## config.mk

```make
export PLATFORM = sky130hd
export DESIGN_NAME = sdram_burst_responder
export DESIGN_NICKNAME = d
export VERILOG_FILES = /design/src/rtl/sdram_burst_responder_pkg.sv /design/src/rtl/sdram_burst_responder_line_buffer.sv /design/src/rtl/sdram_burst_responder.sv
export SDC_FILE = /design/constraint.sdc
export NUM_CORES = 1
export LEC_CHECK = 0
export ABC_AREA = 1
export CAP_MARGIN = 20
export CORE_MARGIN = 10
export CORE_UTILIZATION = 40
export CTS_CLUSTER_SIZE = 20
export DETAILED_ROUTE_END_ITERATION = 8
export PLACE_DENSITY = 0.71
export SETUP_SLACK_MARGIN = 0.05
export SLEW_MARGIN = 20
export SYNTH_ARGS = -nofsm -noshare
export SYNTH_HDL_FRONTEND = slang
export SYNTH_SLANG_ARGS = --single-unit
export TNS_END_PERCENT = 5
```

## constraint.sdc

```tcl
create_clock -name clk -period 2.75 [get_ports clk]
set_clock_uncertainty 0.1 [all_clocks]
set_input_delay 0.55 -clock clk [delete_from_list [all_inputs] [get_ports clk]]
set_output_delay 0.55 -clock clk [all_outputs]
set_load 0.01 [all_outputs]
```

## src/rtl/sdram_burst_responder_pkg.sv

```systemverilog
// sdram_burst_responder_pkg
// Shared definitions for the SDRAM burst responder:
//   - state_e    : controller state encoding
//   - BURST_LEN  : words per cache line burst
//   - BIDX_W     : width of a word index within a burst
//   - bidx_inc   : index increment that wraps modulo BURST_LEN
package sdram_burst_responder_pkg;

    localparam int BURST_LEN = 4;
    localparam int BIDX_W    = 2;

    typedef enum logic [2:0] {
        IDLE      = 3'd0,
        RD_FETCH  = 3'd1,
        RD_STREAM = 3'd2,
        WR_MEM    = 3'd3,
        WR_DONE   = 3'd4
    } state_e;

    // Next word index inside a line; natural 2-bit overflow gives the 3->0 wrap.
    function automatic logic [BIDX_W-1:0] bidx_inc(input logic [BIDX_W-1:0] idx);
        return idx + BIDX_W'(1);
    endfunction

endpackage

```

## src/rtl/sdram_burst_responder_line_buffer.sv

```systemverilog
// burst_line_buffer
// Holds one cache line (BURST_LEN words) gathered from the backing memory
// and replays it with a registered read port.
// Ports:
//   clk, rst_n        : clock, asynchronous active-low reset (read register only)
//   wr_en/idx/data    : write one word into slot wr_idx
//   rd_en/idx         : load rd_data from slot rd_idx on the next rising edge
//   rd_data           : registered read data, 0 after reset
module burst_line_buffer
    import sdram_burst_responder_pkg::*;
#(
    parameter int DW = 16
) (
    input  logic              clk,
    input  logic              rst_n,
    input  logic              wr_en,
    input  logic [BIDX_W-1:0] wr_idx,
    input  logic [DW-1:0]     wr_data,
    input  logic              rd_en,
    input  logic [BIDX_W-1:0] rd_idx,
    output logic [DW-1:0]     rd_data
);

    logic [DW-1:0] line_q [BURST_LEN];
    logic [DW-1:0] rd_data_q;

    // Line storage; contents are don't-care after reset so no reset is applied.
    always_ff @(posedge clk) begin
        if (wr_en) begin
            line_q[wr_idx] <= wr_data;
        end
    end

    // Registered read port.
    always_ff @(posedge clk or negedge rst_n) begin
        if (!rst_n) begin
            rd_data_q <= '0;
        end else if (rd_en) begin
            rd_data_q <= line_q[rd_idx];
        end
    end

    assign rd_data = rd_data_q;

endmodule

```

## src/rtl/sdram_burst_responder.sv

```systemverilog
// sdram_burst_responder
// Serves cache-line reads (critical word first, 4-word burst) and single-word
// masked writes from a cache-side SDRAM interface using a simple req/ack
// backing memory.
// Ports:
//   clk, reset                 : clock, asynchronous active-low reset
//   sdram_req/addr/rw          : cache request, byte address, 1=line read
//   data_to_sdram, sdram_dqm   : write data and byte masks (1 = masked)
//   data_from_sdram, sdram_fill: burst read data and its valid strobe
//   sdram_wack                 : one-cycle write-complete pulse
//   mem_addr/req/we/wdata/be   : backing memory request (word address)
//   mem_rdata, mem_ack         : backing memory response
module sdram_burst_responder
    import sdram_burst_responder_pkg::*;
#(
    parameter int MEM_AW = 25
) (
    input  logic              clk,
    input  logic              reset,
    input  logic              sdram_req,
    input  logic [31:0]       sdram_addr,
    input  logic              sdram_rw,
    input  logic [15:0]       data_to_sdram,
    input  logic [1:0]        sdram_dqm,
    output logic [15:0]       data_from_sdram,
    output logic              sdram_fill,
    output logic              sdram_wack,
    output logic [MEM_AW-1:0] mem_addr,
    output logic              mem_req,
    output logic              mem_we,
    output logic [15:0]       mem_wdata,
    output logic [1:0]        mem_be,
    input  logic [15:0]       mem_rdata,
    input  logic              mem_ack
);

    state_e            state_q, state_d;
    logic [BIDX_W-1:0] ptr_q, ptr_d;
    logic [BIDX_W-1:0] cnt_q, cnt_d;
    logic [MEM_AW-1:0] mem_addr_q, mem_addr_d;
    logic              mem_req_q, mem_req_d;
    logic              mem_we_q, mem_we_d;
    logic [15:0]       mem_wdata_q, mem_wdata_d;
    logic [1:0]        mem_be_q, mem_be_d;
    logic              fill_q, fill_d;
    logic              wack_q, wack_d;
    logic              ack_s;
    logic              buf_wr_en_s;
    logic              unused_addr_bits_s;

    // An ack only counts against a request we are actually presenting.
    assign ack_s = mem_ack & mem_req_q;

    // Address bits outside the memory window are intentionally ignored.
    assign unused_addr_bits_s = ^{sdram_addr[31:MEM_AW+1], sdram_addr[0]};

    // Next-state and next-output computation for the request controller.
    always_comb begin
        state_d     = state_q;
        ptr_d       = ptr_q;
        cnt_d       = cnt_q;
        mem_addr_d  = mem_addr_q;
        mem_req_d   = mem_req_q;
        mem_we_d    = mem_we_q;
        mem_wdata_d = mem_wdata_q;
        mem_be_d    = mem_be_q;
        fill_d      = 1'b0;
        wack_d      = 1'b0;
        buf_wr_en_s = 1'b0;
        case (state_q)
            IDLE: begin
                if (sdram_req) begin
                    mem_addr_d = sdram_addr[MEM_AW:1];
                    if (sdram_rw) begin
                        ptr_d     = sdram_addr[2:1];
                        cnt_d     = '0;
                        mem_req_d = 1'b1;
                        mem_we_d  = 1'b0;
                        state_d   = RD_FETCH;
                    end else begin
                        mem_wdata_d = data_to_sdram;
                        mem_be_d    = ~sdram_dqm;
                        // Fully masked write: nothing to store, acknowledge at once.
                        if (sdram_dqm == 2'b11) begin
                            wack_d  = 1'b1;
                            state_d = WR_DONE;
                        end else begin
                            mem_req_d = 1'b1;
                            mem_we_d  = 1'b1;
                            state_d   = WR_MEM;
                        end
                    end
                end else begin
                    state_d = IDLE;
                end
            end
            RD_FETCH: begin
                if (ack_s) begin
                    buf_wr_en_s = 1'b1;
                    ptr_d       = bidx_inc(ptr_q);
                    cnt_d       = cnt_q + BIDX_W'(1);
                    // Drop the request for one cycle between words.
                    mem_req_d   = 1'b0;
                    mem_addr_d  = {mem_addr_q[MEM_AW-1:BIDX_W], bidx_inc(ptr_q)};
                    // ptr has wrapped back to the critical word; start streaming.
                    if (cnt_q == BIDX_W'(BURST_LEN - 1)) begin
                        fill_d  = 1'b1;
                        state_d = RD_STREAM;
                    end else begin
                        state_d = RD_FETCH;
                    end
                end else begin
                    mem_req_d = 1'b1;
                end
            end
            RD_STREAM: begin
                // cnt wrapped to 0 on entry; the first fill is already registered.
                if (cnt_q == BIDX_W'(BURST_LEN - 1)) begin
                    cnt_d   = '0;
                    state_d = IDLE;
                end else begin
                    fill_d = 1'b1;
                    ptr_d  = bidx_inc(ptr_q);
                    cnt_d  = cnt_q + BIDX_W'(1);
                end
            end
            WR_MEM: begin
                if (ack_s) begin
                    mem_req_d = 1'b0;
                    mem_we_d  = 1'b0;
                    mem_be_d  = 2'b00;
                    wack_d    = 1'b1;
                    state_d   = WR_DONE;
                end else begin
                    mem_req_d = 1'b1;
                end
            end
            WR_DONE: begin
                // Wait for the requester to let go so one request is served once.
                if (!sdram_req) begin
                    state_d = IDLE;
                end else begin
                    state_d = WR_DONE;
                end
            end
            default: begin
                state_d   = IDLE;
                mem_req_d = 1'b0;
                mem_we_d  = 1'b0;
            end
        endcase
    end

    // State and registered-output flops.
    always_ff @(posedge clk or negedge reset) begin
        if (!reset) begin
            state_q     <= IDLE;
            ptr_q       <= '0;
            cnt_q       <= '0;
            mem_addr_q  <= '0;
            mem_req_q   <= 1'b0;
            mem_we_q    <= 1'b0;
            mem_wdata_q <= 16'h0000;
            mem_be_q    <= 2'b00;
            fill_q      <= 1'b0;
            wack_q      <= 1'b0;
        end else begin
            state_q     <= state_d;
            ptr_q       <= ptr_d;
            cnt_q       <= cnt_d;
            mem_addr_q  <= mem_addr_d;
            mem_req_q   <= mem_req_d;
            mem_we_q    <= mem_we_d;
            mem_wdata_q <= mem_wdata_d;
            mem_be_q    <= mem_be_d;
            fill_q      <= fill_d;
            wack_q      <= wack_d;
        end
    end

    // Read index follows the next pointer so data lines up with sdram_fill.
    burst_line_buffer #(
        .DW (16)
    ) u_line_buffer (
        .clk     (clk),
        .rst_n   (reset),
        .wr_en   (buf_wr_en_s),
        .wr_idx  (ptr_q),
        .wr_data (mem_rdata),
        .rd_en   (fill_d),
        .rd_idx  (ptr_d),
        .rd_data (data_from_sdram)
    );

    assign sdram_fill = fill_q;
    assign sdram_wack = wack_q;
    assign mem_addr   = mem_addr_q;
    assign mem_req    = mem_req_q;
    assign mem_we     = mem_we_q;
    assign mem_wdata  = mem_wdata_q;
    assign mem_be     = mem_be_q;

endmodule

```

==> impl_metrics.toml <==
[sta]
fin_hold_ws_ps = 30.6
maxSlewHeadroom_pct = 60.3
setup_tns_ps = 0
finalSetupViolations = 0
fin_ws_ps = 606
rsz0062_at_grt = "false"
period_needed_ps = 2140
hold_violations = 0
slew_viol_final = 0
worst_slew_pin_slew_ps = 595
max_freq_mhz = 466
fin_crit_sh_pct = 78.0

[floorplanning]
rows = 42
ioPinCount = 134
dieHeight_um = 138
fp.dieW_um = 138
initial_core_util_pct = 41.2
dieArea_mm2 = 0.0189
coreArea_mm2 = 0.0134

[power_and_ir_drop]
seqPwrFrac_pct = 31.9
power_switching_w = 0.00350
leakagePower_nw = 3.35
p_per_area_mw_per_mm2 = 1230
clkPwrFrac_pct = 25.6
irDropWorstVdd_mv = 0.846
p_int_w = 0.00604
p_comb_share_pct = 42.5
sw_frac_of_total_pct = 36.7

[cts]
hold_buffers = 0
post_cts_buffers = 0
tritoncts = "done"
clk_pin_slew_ps = 60
h-tree-depth = 4
insertion_delay_ps = 420
clock_sinks = 134
cts-resized-gates = 0
cts_buffers = 17
clk_path_buf_depth = 2
ctsRootBufferMaster = "clkbuf_16"

[critical_path]
crit_type = "flop to flop"
cpMostUsedCell = "nand3_1"
worst_path_max_delay_cell = "dfrtp_1"
r2r_slack_ps = 610
crit_path_start_kind = "flop"
reg2reg_depth = 9
cp.required_ps = 2960
cp.arrival_ps = 2350
crit_path_max_fanout = 16
crit_path_end_kind = "flop"
max_stage_delay_ps = 430
r2r_end = "u_line_buffer.rd_data[13]"
startpoint = "ptr_q[0]"
worstSetupEndpoint = "u_line_buffer.rd_data[13]"
reg2reg_from = "ptr_q[0]"
path_cells = "inv_1 > ha_1 > o211ai_1 > nand3_1 > nor2_4 > buf_12 > nand3_1 > nand3_1 > nand2_1"

[logic_synthesis]
async_flop_share_pct = 52.2
ys_seq_area_share_pct = 66.5
synthDistinctLibCells = 30
netlist_top_cells_area = "edfxtp_1 (35%), dfrtp_1 (32%), nand2_1 (12%), nand3_1 (7.9%), inv_1 (2.0%)"
synth_ff_type = "dfrtp_1"
synth.ff_latch_count = 134
syn_avg_cell_area_um2 = 10.5
synth_edf_count = 64
syn_nets = 603
synth_top_area_share_pct = 34.8
syn_inst = 527
synth_area_mm2 = 0.00553
yosys_warnings = 0
synth_area_leader_cell = "edfxtp_1"

[place]
gp_congestion = 0.868
portBuffers = 126
dp.cells = 826
post-place-ws_ps = 134
dp_hpwl_mm = 9.96

[detailed_routing]
drt-initial-drc-count = 347
drtPass1Iterations = 5
vias = 4307
via_per_inst = 5.02
routed_wl_mm = 14.6
ant_nets = 0
drc = 0
wl_per_cell_um = 17.0

[grt]
overflow = 0
antenna_found_initial = 0
grt_pass1_wl_mm = 23.1
grt_pass1_vias = 4468
grt_usage_pct = 15.7
grt_start_max_net_pins = 35

[final_layout]
drive_gt1_share_pct = 10.4
fin_nets = 745
area_growth_pct = 40.0
antennaDiodeCount = 0
fillerInstances = 1103
fin_cells = 858

[worst_hold_path]
hp-class = "input port to async pin"

[flow_run]
cap_viol_max_count = 0

[outcome]
status = "finished clean"
-- power groups by stage --
| stage | clock (W) | combinational [W] | sequential [W] |
|---|---|---|---|
| after detailed placement | 0 | 0.00408 | 0.00307 |
| after global routing | 0.00258 | 0.00453 | 0.00310 |
| after CTS | 0.00249 | 0.00411 | 0.00304 |
| final | 0.00244 | 0.00405 | 0.00304 |
| after global placement | 0 | 0.00396 | 0.00305 |
| after floorplan | 0 | 0.00208 | 0.00324 |
-- state kept, by name (all words and copies together) (netlist names), named ones only --
register	cells
sdram_wack	1
cnt_q	2
mem_be	2
mem_req	1
u_line_buffer.rd_data	16
sdram_fill	1
u_line_buffer.line_q	64
mem_addr	25
ptr_q	1
state_q	3
mem_wdata	16
mem_we	1
-- per-layer routing --
metal / share of wire (%) / up-vias / GRT usage [%]
met5: 0 / - / 0
met4: 1.2 / 0 / 5.80
met3: 9.8 / 16 / 5.06
met2: 47 / 160 / 25.8
met1: 42 / 2085 / 19.0
li1: - / 2046 / -
-- cell families after synthesis --
logic type      after synthesis  share of synthesized area [%]
fa+ha+maj                     5                           1.13
mux                          11                           2.04
flops                       134                           66.5
simple gates                299                           23.4
compound gates               24                           2.76
buf+inv                      54                           4.17
-- worst max-delay path: cells and delay by family, from the launching register on --
| family | cells | cell delay (ps) |
|---|---|---|
| flops | 1 | 430 |
| compound gates | 1 | 280 |
| simple gates | 5 | 520 |
| fa+ha+maj | 1 | 370 |
| buf+inv | 2 | 320 |
-- cells in the mapped netlist (3+ instances only) --
cell and count:
nor2_4 3, clkbuf_1 5, a21oi_1 5, nand2_1 180
dfrtp_1 70, inv_2 7, nand2_2 3, inv_1 29
nand3_1 87, ha_1 5, o21ai_0 8, edfxtp_1 64
nor2_1 18, mux2i_1 9, buf_2 10, nor2_2 3
-- worst min path at each step --
| stage | startpoint | to | slack [ps] | cells after the start |
|---|---|---|---|---|
| 2_1_floorplan | reset | async pin | 150 | 0 |
| 3_3_place_gp | mem_wdata[6] | mem_wdata[6] | 350 | 2 |
| 3_5_place_dp | mem_wdata[7] | mem_wdata[7] | 360 | 2 |
| 4_1_cts | reset | mem_be[1] | 30 | 1 |
| 5_1_grt | reset | mem_addr[10] | 50 | 1 |
| 6_report | reset | mem_addr[7] | 30 | 1 |
-- metrics by stage --
stage / instance area [um^2] / utilization [%] / total power (W)
after floorplan: 5530 / - / 0.00531
after global placement: 7100 / 53.0 / 0.00701
after detailed placement: 7100 / 53.0 / 0.00715
after CTS: 7740 / 57.7 / 0.00964
after global routing: 7740 / 57.7 / 0.0102
final: 7740 / 57.7 / 0.00953
-- placed cells by master (no fill, tap or decap) --
cell	instances
a21oi_4	1
nand4_2	1
nor3_1	1
edfxtp_1	64
a31oi_1	2
o31ai_1	1
ha_1	5
clkbuf_16	17
a21oi_1	5
o211ai_1	2
nor2_2	3
nor2_1	18
nand2_1	180
o21ai_2	1
clkinv_4	3
o21ai_0	8
clkdlybuf4s50_1	125
nand3_1	87
clkinvlp_4	3
dfrtp_1	70
bufinv_16	4
buf_4	9
inv_6	3
o21a_1	2
inv_2	7
mux2_2	2
buf_12	6
nand3_2	2
o22ai_1	2
inv_1	29
inv_8	2
nand2_2	3
mux2i_1	9
nand3b_1	1
buf_2	1
nor2_4	3
-- layout make-up --
| class | instances | area [um^2] | area share [%] |
|---|---|---|---|
| Sequential cell | 134 | 3670 | 47.5 |
| Multi-Input combinational cell | 339 | 1620 | 21.0 |
| Timing Repair Buffer | 141 | 1440 | 18.7 |
| Clock buffer | 17 | 425 | 5.50 |
| Tap cell | 176 | 220 | 2.85 |
| Clock inverter | 15 | 218 | 2.81 |
| Inverter | 36 | 135 | 1.75 |
Note: power is estimated with default switching activity, not from simulation.
